[src/rtl/bus_arbiter_wdt_if.sv]
// Shared-bus request/grant bundle between the bus masters and the arbiter.
// The arbiter side uses the slave modport; the requesters use the master modport.
interface bus_arbiter_wdt_if #(
    parameter int NUM_MASTERS = 4,
    parameter int OWNER_W     = 2
);
    logic [NUM_MASTERS-1:0] m_req_;
    logic [NUM_MASTERS-1:0] m_grnt_;
    logic [OWNER_W-1:0]     owner;
    logic                   bus_as_;
    logic                   bus_rdy_;

    modport master (
        output m_req_, bus_as_, bus_rdy_,
        input  m_grnt_, owner
    );

    modport slave (
        input  m_req_, bus_as_, bus_rdy_,
        output m_grnt_, owner
    );
endinterface

[src/rtl/bus_arbiter_wdt.sv]
// Round-robin system-bus arbiter with a watchdog that revokes the grant from
// a master left waiting on a slave that never asserts bus_rdy_.
//
// state  | meaning
// IDLE   | no grant outstanding, waiting for an eligible request
// GRANT  | one master owns the bus, watchdog counting wait cycles
// REVOKE | one dead cycle with all grants high after a watchdog timeout
module bus_arbiter_wdt #(
    parameter int NUM_MASTERS = 4,
    parameter int OWNER_W     = 2,
    parameter int TIMEOUT     = 255,
    parameter int TO_W        = 8
) (
    input  logic                clk,
    input  logic                reset_,
    bus_arbiter_wdt_if.slave    bus,
    output logic                busy,
    output logic                timeout_err,
    output logic [OWNER_W-1:0]  err_master
);

    typedef enum logic [1:0] {
        IDLE   = 2'd0,
        GRANT  = 2'd1,
        REVOKE = 2'd2
    } state_t;

    state_t                 state, state_nxt;
    logic [NUM_MASTERS-1:0] grnt_, grnt_nxt_;
    logic [NUM_MASTERS-1:0] mask, mask_nxt, mask_set;
    logic [OWNER_W-1:0]     owner_r, owner_nxt;
    logic [OWNER_W-1:0]     last, last_nxt;
    logic [OWNER_W-1:0]     err_master_r, err_master_nxt;
    logic [TO_W-1:0]        wait_cnt, wait_cnt_nxt;
    logic                   timeout_err_r, timeout_err_nxt;
    logic                   busy_r, busy_nxt;

    logic [NUM_MASTERS-1:0] eligible;
    logic                   pick_vld;
    logic [OWNER_W-1:0]     pick;
    logic                   released;
    logic                   wait_cyc;
    logic                   timeout;

    assign eligible = ~bus.m_req_ & ~mask;
    assign released = bus.m_req_[owner_r];
    assign wait_cyc = (state == GRANT) && !bus.bus_as_ && bus.bus_rdy_;
    assign timeout  = wait_cyc && (wait_cnt == TO_W'(TIMEOUT - 1));

    // A releasing owner has req_ high, so it is never in the eligible set here.
    always_comb begin
        int idx;
        idx      = 0;
        pick_vld = 1'b0;
        pick     = '0;
        for (int k = 1; k <= NUM_MASTERS; k++) begin
            idx = int'(last) + k;
            if (idx >= NUM_MASTERS) idx = idx - NUM_MASTERS;
            if (!pick_vld && eligible[idx[OWNER_W-1:0]]) begin
                pick_vld = 1'b1;
                pick     = OWNER_W'(idx);
            end
        end
    end

    always_ff @(posedge clk) begin
        if (!reset_) begin
            state         <= IDLE;
            grnt_         <= '1;
            owner_r       <= '0;
            last          <= OWNER_W'(NUM_MASTERS - 1);
            mask          <= '0;
            wait_cnt      <= '0;
            timeout_err_r <= 1'b0;
            err_master_r  <= '0;
            busy_r        <= 1'b0;
        end else begin
            state         <= state_nxt;
            grnt_         <= grnt_nxt_;
            owner_r       <= owner_nxt;
            last          <= last_nxt;
            mask          <= mask_nxt;
            wait_cnt      <= wait_cnt_nxt;
            timeout_err_r <= timeout_err_nxt;
            err_master_r  <= err_master_nxt;
            busy_r        <= busy_nxt;
        end
    end

    always_comb begin
        state_nxt = state;
        case (state)
            IDLE:    if (pick_vld) state_nxt = GRANT;
            GRANT: begin
                if (timeout)       state_nxt = REVOKE;
                else if (released) state_nxt = pick_vld ? GRANT : IDLE;
            end
            REVOKE:  state_nxt = IDLE;
            default: state_nxt = IDLE;
        endcase
    end

    always_comb begin
        grnt_nxt_       = grnt_;
        owner_nxt       = owner_r;
        last_nxt        = last;
        mask_set        = '0;
        wait_cnt_nxt    = '0;
        timeout_err_nxt = 1'b0;
        err_master_nxt  = err_master_r;
        case (state)
            IDLE: begin
                if (pick_vld) begin
                    grnt_nxt_       = '1;
                    grnt_nxt_[pick] = 1'b0;
                    owner_nxt       = pick;
                    last_nxt        = pick;
                end
            end
            GRANT: begin
                if (timeout) begin
                    grnt_nxt_         = '1;
                    timeout_err_nxt   = 1'b1;
                    err_master_nxt    = owner_r;
                    mask_set[owner_r] = 1'b1;
                end else if (released) begin
                    grnt_nxt_ = '1;
                    if (pick_vld) begin
                        grnt_nxt_[pick] = 1'b0;
                        owner_nxt       = pick;
                        last_nxt        = pick;
                    end
                end else if (wait_cyc) begin
                    wait_cnt_nxt = wait_cnt + TO_W'(1);
                end
            end
            default: grnt_nxt_ = '1;
        endcase
        // Mask set and clear may coincide; a high req_ always wins.
        mask_nxt = (mask | mask_set) & ~bus.m_req_;
        busy_nxt = (state_nxt != IDLE);
    end

    assign bus.m_grnt_ = grnt_;
    assign bus.owner   = owner_r;
    assign busy        = busy_r;
    assign timeout_err = timeout_err_r;
    assign err_master  = err_master_r;

endmodule

[src/flat_wrapper.sv]
// flat-port wrapper written by rule: the top's interface ports become plain ports
module bus_arbiter_wdt_flat 
#(
    parameter int NUM_MASTERS = 4,
    parameter int OWNER_W     = 2,
    parameter int TIMEOUT     = 255,
    parameter int TO_W        = 8
)
  (clk, reset_, busy, timeout_err, err_master, bus_m_req_, bus_bus_as_, bus_bus_rdy_, bus_m_grnt_, bus_owner);
  bus_arbiter_wdt_if #(.NUM_MASTERS(NUM_MASTERS), .OWNER_W(OWNER_W)) bus_i ();
  input  logic clk;
  input  logic reset_;
  output logic busy;
  output logic timeout_err;
  output logic [OWNER_W-1:0] err_master;
  input wire logic [$bits(bus_i.m_req_)-1:0] bus_m_req_;
  input wire logic [$bits(bus_i.bus_as_)-1:0] bus_bus_as_;
  input wire logic [$bits(bus_i.bus_rdy_)-1:0] bus_bus_rdy_;
  output wire logic [$bits(bus_i.m_grnt_)-1:0] bus_m_grnt_;
  output wire logic [$bits(bus_i.owner)-1:0] bus_owner;
  assign bus_i.m_req_ = bus_m_req_;
  assign bus_i.bus_as_ = bus_bus_as_;
  assign bus_i.bus_rdy_ = bus_bus_rdy_;
  assign bus_m_grnt_ = bus_i.m_grnt_;
  assign bus_owner = bus_i.owner;
  bus_arbiter_wdt #(.NUM_MASTERS(NUM_MASTERS), .OWNER_W(OWNER_W), .TIMEOUT(TIMEOUT), .TO_W(TO_W)) u_core (.clk(clk), .reset_(reset_), .bus(bus_i), .busy(busy), .timeout_err(timeout_err), .err_master(err_master));
endmodule
[config.mk]
export PLATFORM = sky130hd
export DESIGN_NAME = bus_arbiter_wdt_flat
export DESIGN_NICKNAME = d
export VERILOG_FILES = /design/src/rtl/bus_arbiter_wdt_if.sv /design/src/rtl/bus_arbiter_wdt.sv /design/src/flat_wrapper.sv
export SDC_FILE = /design/constraint.sdc
export NUM_CORES = 1
export LEC_CHECK = 0
export BUFFER_PORTS_ARGS = -buffer_cell sky130_fd_sc_hd__buf_2
export CORE_MARGIN = 2
export CORE_UTILIZATION = 30
export DETAILED_ROUTE_END_ITERATION = 16
export GPL_ROUTABILITY_DRIVEN = 0
export PLACE_DENSITY_LB_ADDON = 0.12
export SYNTH_ARGS = -nofsm -noshare
export SYNTH_HDL_FRONTEND = slang
export SYNTH_SLANG_ARGS = --single-unit
export TNS_END_PERCENT = 5
[constraint.sdc]
create_clock -name clk -period 2.13 [get_ports clk]
set_input_delay 0.213 -clock clk [delete_from_list [all_inputs] [get_ports clk]]
set_output_delay 0.213 -clock clk [all_outputs]
set_load 0.01 [all_outputs]
# [Word-level counts from Yosys, hierarchy flattened]
# Index checks and enable logic that the tools add are counted.
[totals] rom_bits=0 n_memories=0 mem_bits_rw=0 output_inout_bits=10 ff_bits=26 latchBits=0 wordCells=112
[op_classes] bitwise_logic=9 add_sub_neg=9 n_mux=47 order_cmp=12 shifts=0 multipliers=0 n_reduce_logical=20 n_div=0 eq_ne=6
[ops] op="2-bit two-way mux" n=17
[ops] op="4-bit two-way mux" n=6
[ops] op="2-bit by 3-bit < comparator with 1-bit output, second input constant" n=6
[ops] op="1-bit two-way mux" n=13
[ops] op="4-bit NOT" n=3
[ops] op="2-bit one-hot mux with 2 select lines" n=3
[ops] op="1-bit binary-select mux with 2-bit select" n=5
[ops] op="3-bit >= comparator, second input constant" n=3
[ops] op="8-bit by 1-bit adder with 8-bit output, second input constant" n=1
[ops] op="4-bit AND" n=2
[ops] op="8-bit equality test, second input constant" n=1
[ops] op="1-bit logical AND" n=8
[ops] op="4-bit one-hot mux with 2 select lines" n=1
[ops] op="2-bit by 1-bit subtractor with 2-bit output, second input constant" n=4
[ops] op="2-bit by 2-bit adder with 3-bit output, second input constant" n=2
[ops] op="2-bit AND reduction" n=3
[ops] op="5-bit OR reduction" n=1
[ops] op="2-bit by 3-bit adder with 4-bit output, second input constant" n=1
[ops] op="1-bit demux with 2-bit select" n=2
[ops] op="2-bit by 1-bit >= comparator with 1-bit output, second input constant" n=2
[ops] op="4-bit by 3-bit >= comparator with 1-bit output, second input constant" n=1
[ops] op="1-bit logical NOT" n=4
[ops] op="2-bit by 1-bit != test with 1-bit output, second input constant" n=2
[ops] op="4-bit OR" n=1
[ops] op="8 further kinds" n=11

# [Depth between registers and ports, before layout]
# Gate-level depths: netlist (run 1).
[logic_depth] ltp_word=24 mapped_depth=7 depth_no_buf=7

# [Worst setup path after synthesis (run 1)]
# OpenSTA, ideal clock, no wires.
[synth_timing] path_kind="register to register" start="register u_core.owner_r[1] (netlist: u_core.bus.owner[1])" end="register u_core.grnt_[2] (netlist: u_core.bus.m_grnt_[2])" path_buffers=0 setup_ps=123 arrival_ps=1772 stages_incl_launch_ff=6 path_slack_ps=235 path_cell_list="dfxtp_1 -> mux4_2 -> nand2b_4 -> o32a_1 -> or3_4 -> a2bb2oi_1"
[synth_between] elab_chain_cells=4
[synth_lines] element="from (decl)" line="bus_arbiter_wdt.sv:31" text="logic [OWNER_W-1:0] owner_r, owner_nxt;"
[synth_lines] element="from (signal assigned)" line="bus_arbiter_wdt.sv:80" text="owner_r <= owner_nxt;"
[synth_lines] element="1-bit binary-select mux with 2-bit select" line="bus_arbiter_wdt.sv:46" text="assign released = bus.m_req_[owner_r];"
[synth_lines] element="1-bit two-way mux (not written as such)" line="bus_arbiter_wdt.sv:46"
[synth_lines] element="3-bit by 1-bit != test with 1-bit output (no line)"
[synth_lines] element="2-bit AND reduction (no line)"
[synth_lines] element="to (signal assigned)" line="bus_arbiter_wdt.sv:79" text="grnt_ <= grnt_nxt_;"
[synth_lines] element="to (decl)" line="bus_arbiter_wdt.sv:29" text="logic [NUM_MASTERS-1:0] grnt_, grnt_nxt_;"
# Every way passes these cells. The select of a mux whose other input is x is not followed.
# A chain may end at the register's enable or synchronous reset.

# [Worst setup path after layout (run 1)]
[layout_timing] start="register u_core.owner_r[1] (netlist: u_core.bus.owner[1])" end="register u_core.grnt_[3] (netlist: u_core.bus.m_grnt_[3])"
# Same word-level chain as after synthesis.

==> out/qor.txt, run 1 <==
CP arrival = 1990 ps
drt initial violations = 58
clk slew on worst S/H paths = 90 ps
standard-cell rows = 22
Die ar. = 0.00419 mm^2
DP Wirelength = 1.73 mm
run status = completed
Port Buffers = 17
Initial Utilization = 0.307
commonest non-fill, non-tap cell in the layout = dfxtp_1
WL/cell = 12.1 um
Max Root-Sink Buffers = 2
Worst Hold Class = input port to flop
clock sink count = 26
RSZ-0062 raised after global routing = false
hold_buf cts = 0
clk_lat worst skew = 260 ps
Peak VDD IR = 0.268 mV
Setup Skew = 5.71 ps
final setup fails = 0
final WL = 2.25 mm
leakage = 0.509 nW
total grt overflow = 0
# DRC = 0
CP Max Fanout = 4
Post-synth EDFFs = 0
ys flop type = dfxtp_1
Synth Warn # = 0
vias post-DR = 894
commonest cells after routing, fill and taps aside = 26 x dfxtp_1, 19 x nor2_1, 17 x buf_2
CTS buffer count = 3
worst reg2reg startpoint = u_core.bus.owner[1]$_SDFFE_PN0P_
Yosys top cell area share = 0.471
fin. max-slew vios = 0
CTS resizes = 0
Worst Hold Launch = reset_
ys async rst share = 0
slew margin rel. = 0.622
pwr dens = 745 mW/mm^2
# diodes = 0
total global-route track usage = 0.120
Seq/Total Area, Yosys = 0.471
post-layout util = 0.370
syn nets = 124
Post-CTS Setup Bufs = 0
Setup crit start kind = flop
synthesized area = 0.00111 mm^2
share of cells above drive strength 1 = 0.232
cell taking the most area after synthesis = dfxtp_1
Setup TNS Final = 0 ps
number of global-route vias before repair = 856
post-synthesis cell type count = 31
Highest Clock Rate = 545 MHz
minimum clock period = 1830 ps
Worst Setup SP = u_core.bus.owner[1]$_SDFFE_PN0P_
area growth from synthesis to layout = 20.5%
Gate Count Post-Synth = 114
Tcrit/Tclk final = 0.861
Std-Cell Core Area = 0.00361 mm^2
first-pass GRT wire length = 3.96 mm
largest net degree at the start of global routing = 15
CTS tree = yes
max-cap violations = 0
Crit Path Category = flop to flop
dominant cells by area after synthesis = dfxtp_1 47%, nor2_1 6.4%, nor3_1 3.6%
Root Driver = clkbuf_8
final hold violation count = 0
chip height = 64.7 um
Vias/cell = 4.81
FF+latch count, synth = 26
crit path capture type = flop
Pwr Total = 0.992 mW
io pins = 18
initial antenna violation count = 0
Die X = 64.7 um
Critical Path RT = 2290 ps
final net count = 149
synthesized area per cell = 9.70 um^2
H-tree lvl count = 1
Worst-Margin Slew = 563 ps
Detail Route Antenna Nets = 0
DRT Pass-1 Iters = 4
==> cell type report <==
cell class	count	area, um^2
fill	371	2270
multi-input combinational	81	559
sequential	26	520
timing repair buffer	21	115
tap	48	60.1
clock buffer	4	55.1
inverter	6	22.5
==> sequential cells by signal, summed over array words and instances (netlist names) <==
register            cells
u_core.mask             4
u_core.wait_cnt         8
u_core.bus.m_grnt_      4
u_core.busy             1
u_core.last             2
u_core.state            2
u_core.bus.owner        2
u_core.err_master       2
u_core.timeout_err      1
==> routing by layer <==
layer  vias up  wire [um]  GRT usage
met2        19        921      0.184
met5         -          0          0
met1       401       1210      0.166
met4         0         22     0.0399
li1        472          -          -
met3         2         92     0.0278
==> cell usage after synthesis (all sizes together) (2+ instances only) <==
master,n
xnor2,4
a2bb2oi,4
ha,2
nor2,19
a21oi,4
nand2,2
nor4b,2
mux2i,3
nor4,4
dfxtp,26
nor3,9
a31oi,4
o22ai,2
xor2,2
nand3,4
o21ai,4
a2111oi,2
and3,2
inv,6
==> report_power, final <==
part	switching, mW	internal [mW]	leakage (nW)	total (mW)
clock network	0.151	0.165	0.0288	0.316
logic	0.0770	0.0723	0.268	0.149
registers	0.0184	0.509	0.212	0.527
total	0.246	0.746	0.509	0.992
==> per-stage QoR <==
| step | setup slack (ps) | area, um^2 | hold slack (ps) | std cells |
|---|---|---|---|---|
| after floorplan | 235 | 1110 | 275 | 114 |
| after global placement | 315 | 1280 | 423 | 182 |
| after detailed placement | 307 | 1280 | 424 | 182 |
| after CTS | 285 | 1330 | 149 | 186 |
| after global routing | 128 | 1330 | 137 | 186 |
| final | 296 | 1330 | 147 | 186 |
==> logic make-up (layout without fill, tap and decap cells) <==
group	Yosys count	in the layout	synth area share
and+or+nand+nor	48	48	0.261
DFF	26	26	0.471
AOI/OAI and AO/OA	21	21	0.127
buffers and inverters	7	31	0.0238
xor gates and xnor gates	6	6	0.0475
muxes	4	4	0.0475
adders and majority gates	2	2	0.0226
==> worst max-delay path, stage by stage, from the launching register on <==
cell and delay (ps):
dfxtp_1 360, mux4_2 520, nand2b_4 170, o32a_1 170, or3_4 360, a2bb2oi_1 140
==> worst paths after layout <==
check	slack [ps]	to	cells after the start
worst max-delay path	300	u_core.bus.m_grnt_[3]$_SDFFE_PN1P_	5
worst min-delay path	150	u_core.last[0]$_SDFFE_PN1P_	2
worst max register to register	300	u_core.bus.m_grnt_[3]$_SDFFE_PN1P_	5
worst min register to register	490	u_core.wait_cnt[0]$_SDFF_PP0_	1
Power figures use the tool's default switching activity.
==> run 2, diff against run 1 <==
CTS_BUF_LIST = sky130_fd_sc_hd__clkbuf_4   (was default)
==> out/qor.txt, run 2 (synthesized netlist as in run 1, its figures left out) <==
run status = completed
Post-CTS Setup Bufs = 0
Std-Cell Core Area = 0.00361 mm^2
Crit Path Category = flop to flop
final setup fails = 0
Vias/cell = 4.76
Sw Ratio = 0.268
combinational power share = 0.169
commonest non-fill, non-tap cell in the layout = dfxtp_1
RSZ-0062 raised after global routing = false
share of cells above drive strength 1 = 0.225
pwr dens = 681 mW/mm^2
initial antenna violation count = 0
DRT Pass-1 Iters = 4
area growth from synthesis to layout = 17.9%
minimum clock period = 1840 ps
Peak VDD IR = 0.267 mV
final hold violation count = 0
standard-cell rows = 22
Endpoint, Worst Hold = u_core.last[0]$_SDFFE_PN1P_
Slowest-stage cell, CP = mux4_2
Setup TNS Final = 0 ps
worst path bufs/invs = 0
max-cap violations = 0
P_int = 0.650 mW
# diodes = 0
ordered list of cells on the worst path = mux4_2, nand2b_4, o32a_1, or3_4, a2bb2oi_1
WL/cell = 12.2 um
CTS resizes = 0
Hold Path Depth = 2
leakage = 0.496 nW
Max Root-Sink Buffers = 2
slew margin rel. = 0.632
Die X = 64.7 um
Port Buffers = 17
Reg area = 520 um^2
Worst Hold Launch = reset_
io pins = 18
final WL = 2.27 mm
total grt overflow = 0
Setup crit start kind = flop
CP Max Fanout = 4
total global-route track usage = 0.120
number of global-route vias before repair = 850
Highest Clock Rate = 542 MHz
max reg flops = 8
cell count along the critical path = 5
Detail Route Antenna Nets = 0
Psw = 0.238 mW
Clk pwr share = 0.237
clock sink count = 26
worst reg2reg startpoint = u_core.bus.owner[1]$_SDFFE_PN0P_
Non-Filler Instances = 186
clk slew on worst S/H paths = 140 ps
first-pass GRT wire length = 3.95 mm
drt initial violations = 54
Root Driver = clkbuf_4
Post-Place Cells = 182
reg2reg path depth = 5
commonest cells after routing, fill and taps aside = 26 x dfxtp_1, 19 x nor2_1, 17 x buf_2
largest net degree at the start of global routing = 15
largest register by flop count = u_core.wait_cnt
clk_lat worst skew = 310 ps
Worst Hold Class = input port to flop
Initial Utilization = 0.307
hold_buf cts = 0
sequential power share = 0.594
DP Wirelength = 1.73 mm
crit path capture type = flop
R2R setup slack = 290 ps
cell family with most CP delay = simple AND/OR/NAND/NOR gates
Setup Skew = 9.05 ps
H-tree lvl count = 1
Tcrit/Tclk final = 0.866
crit-path max cell delay = 520 ps
Die ar. = 0.00419 mm^2
Worst-Margin Slew = 548 ps
multi-input logic area = 559 um^2
CTS buffer count = 3
CP arrival = 2060 ps
fillers = 374
fin. max-slew vios = 0
vias post-DR = 886
CTS tree = yes
chip height = 64.7 um
Critical Path RT = 2350 ps
final net count = 149
# DRC = 0
RR Endpoint = u_core.bus.m_grnt_[3]$_SDFFE_PN1P_
run 2: metal layers:
metal / wire (um) / GRT usage / vias to the layer above
met5: 0 / 0 / -
met4: 22 / 0.0479 / 0
met3: 80 / 0.0226 / 2
met2: 925 / 0.184 / 14
met1: 1240 / 0.166 / 401
li1: - / - / 469
run 2: worst max-delay path by stage:
stage,startpoint,to,slack [ps]
global route,u_core.wait_cnt[0]$_SDFF_PP0_,u_core.bus.m_grnt_[2]$_SDFFE_PN1P_,130
floorplan,u_core.bus.owner[1]$_SDFFE_PN0P_,u_core.bus.m_grnt_[2]$_SDFFE_PN1P_,240
detailed placement,u_core.bus.owner[1]$_SDFFE_PN0P_,u_core.bus.m_grnt_[3]$_SDFFE_PN1P_,310
CTS,u_core.bus.owner[1]$_SDFFE_PN0P_,u_core.bus.m_grnt_[3]$_SDFFE_PN1P_,280
global placement,u_core.bus.owner[1]$_SDFFE_PN0P_,u_core.bus.m_grnt_[2]$_SDFFE_PN1P_,310
finish,u_core.bus.owner[1]$_SDFFE_PN0P_,u_core.bus.m_grnt_[3]$_SDFFE_PN1P_,290
run 2: final cells by class:
cell class,instances,share of cell area
Multi-Input combinational cell,81,0.429
Sequential cell,26,0.399
Timing Repair Buffer,21,0.0883
Tap cell,48,0.0461
Clock buffer,3,0.0173
Inverter,6,0.0173
Clock inverter,1,0.00288
run 2: power by group through the flow:
stage,Combinational [mW],Clock (mW),Sequential (mW)
after floorplan,0.0857,0,0.547
after global placement,0.150,0,0.538
after global routing,0.165,0.240,0.531
final,0.150,0.211,0.528
after CTS,0.151,0.219,0.528
after detailed placement,0.150,0,0.538
run 2: stage by stage:
stage	utilization	total power, mW	setup WS (ps)	hold WS (ps)	cell area (um^2)
global placement	0.354	0.688	315	423	1280
global route	0.362	0.936	128	71.0	1300
CTS	0.362	0.898	279	83.7	1300
finish	0.362	0.888	285	89.2	1300
floorplan	-	0.633	235	275	1110
detailed placement	0.354	0.689	307	424	1280
run 2: worst reg2reg max path, cell delays in order (launching register included):
cell and delay, ps:
dfxtp_1 380, mux4_2 520, nand2b_4 170, o32a_1 170, or3_4 360, a2bb2oi_1 140
==> run 3, diff against run 2 <==
ABC_AREA = 1   (was default)
REMOVE_ABC_BUFFERS = 1   (was default)
==> out/qor.txt, run 3 <==
Critical Path RT = 2350 ps
most common cell in the netlist = nand2_1
Setup Skew = 9.58 ps
final setup fails = 0
total global-route track usage = 0.129
CP Max Fanout = 8
first-pass GRT wire length = 5.40 mm
clk slew on worst S/H paths = 140 ps
post-route cell area = 0.00161 mm^2
Seq/Total Area, Yosys = 0.359
CTS tree = yes
chip height = 73.5 um
final net count = 242
DP Wirelength = 2.43 mm
commonest cells after routing, fill and taps aside = 72 x nand2_1, 26 x nand3_1, 26 x dfxtp_1
leakage = 0.783 nW
Setup TNS Final = 0 ps
run status = completed
Setup WS post-layout = 336 ps
hold slack = 57.3 ps
synthesized area = 0.00145 mm^2
Die X = 73.5 um
Std-Cell Core Area = 0.00469 mm^2
FF+latch count, synth = 26
Root Driver = clkbuf_4
CTS buffer count = 3
Port Buffers = 17
Initial Utilization = 0.309
Post-synth EDFFs = 0
Die ar. = 0.00540 mm^2
Worst-Margin Slew = 442 ps
# diodes = 0
vias post-DR = 1298
final WL = 3.10 mm
CTS resizes = 0
Setup crit start kind = flop
Max Root-Sink Buffers = 2
Non-Filler Instances = 285
number of global-route vias before repair = 1190
DRT Pass-1 Iters = 4
Highest Clock Rate = 557 MHz
ys async rst share = 0
Post-CTS Setup Bufs = 0
CP arrival = 2010 ps
Peak VDD IR = 0.364 mV
max reg flops = 8
final hold violation count = 0
RSZ-0062 raised after global routing = false
largest net degree at the start of global routing = 15
WL/cell = 10.9 um
Yosys top cell area share = 0.359
slew margin rel. = 0.705
Post-synth top cells = 72 x nand2_1, 26 x dfxtp_1, 26 x nand3_1
Worst Hold Class = input port to flop
fin. max-slew vios = 0
hold_buf cts = 0
Synth Warn # = 0
drt initial violations = 43
pwr dens = 1170 mW/mm^2
clk_lat worst skew = 320 ps
largest register by flop count = u_core.wait_cnt
minimum clock period = 1790 ps
commonest non-fill, non-tap cell in the layout = nand2_1
clock sink count = 26
synthesized area per cell = 6.83 um^2
area growth from synthesis to layout = 11.1%
Detail Route Antenna Nets = 0
cell taking the most area after synthesis = dfxtp_1
H-tree lvl count = 1
crit path capture type = flop
Crit Path Category = flop to flop
standard-cell rows = 25
ys flop type = dfxtp_1
share of cells above drive strength 1 = 0.169
# DRC = 0
Vias/cell = 4.55
Tcrit/Tclk final = 0.842
Post-Place Cells = 281
dominant cells by area after synthesis = dfxtp_1 36%, nand2_1 19%, nand3_1 9.0%
Gate Count Post-Synth = 212
post-synthesis cell type count = 27
total grt overflow = 0
max-cap violations = 0
initial antenna violation count = 0
io pins = 18
pre-CTS WS = 373 ps
post-placement cell area = 0.00158 mm^2
## run 3: worst max-delay path: stages, from the launching register on
cell	delay, ps
dfxtp_1	620
nand2_1	120
nand2_2	110
nand3_2	100
nand2_4	110
nand2_4	50
nor2_4	120
nand2_4	90
o21ai_4	190
inv_2	70
nand2_1	70
nand2_1	50
## run 3: cell type report
type,instances,area (um^2)
Inverter,20,80.1
Tap cell,54,67.6
Clock buffer,3,22.5
Fill cell,523,3080
Sequential cell,26,520
Clock inverter,1,3.75
Multi-Input combinational cell,163,822
Timing Repair Buffer,18,92.6
## run 3: path summary, 6_finish.rpt
check / startpoint / end / slack (ps) / depth (start not counted)
max: u_core.last[1]$_SDFFE_PN1P_ / u_core.bus.m_grnt_[3]$_SDFFE_PN1P_ / 340 / 11
min: bus_m_req_[2] / u_core.mask[2]$_SDFF_PN0_ / 60 / 2
max reg2reg: u_core.last[1]$_SDFFE_PN1P_ / u_core.bus.m_grnt_[3]$_SDFFE_PN1P_ / 340 / 11
min reg2reg: u_core.err_master[1]$_SDFFE_PN0P_ / u_core.err_master[1]$_SDFFE_PN0P_ / 460 / 2
## run 3: logic make-up (layout without fill, tap and decap cells)
| logic type | after synthesis | in the layout | synth area share |
|---|---|---|---|
| buf+inv | 23 | 42 | 0.0734 |
| compound gates | 19 | 19 | 0.0743 |
| fa+ha+maj | 2 | 2 | 0.0173 |
| xor+xnor | 2 | 2 | 0.0121 |
| flops | 26 | 26 | 0.359 |
| simple gates | 140 | 140 | 0.464 |
## run 3: metrics by stage
step / util / power (mW)
5_1_grt: 0.343 / 2.10
3_3_place_gp: 0.337 / 1.70
4_1_cts: 0.343 / 1.92
3_5_place_dp: 0.337 / 1.69
2_1_floorplan: - / 1.45
6_report: 0.343 / 1.89
## run 3: metal layers
metal	vias up	part of all wire	GRT usage
li1	721	-	-
met1	556	0.55	0.180
met2	19	0.41	0.196
met3	2	0.031	0.0288
met4	0	0.0094	0.0424
met5	-	0	0
## run 3: report_power, final
| part | switching, mW | total, mW | internal [mW] | leakage [nW] |
|---|---|---|---|---|
| clock network | 0.140 | 0.208 | 0.0685 | 0.0154 |
| logic | 0.683 | 1.04 | 0.362 | 0.556 |
| registers | 0.0795 | 0.632 | 0.553 | 0.212 |
| total | 0.902 | 1.89 | 0.983 | 0.783 |
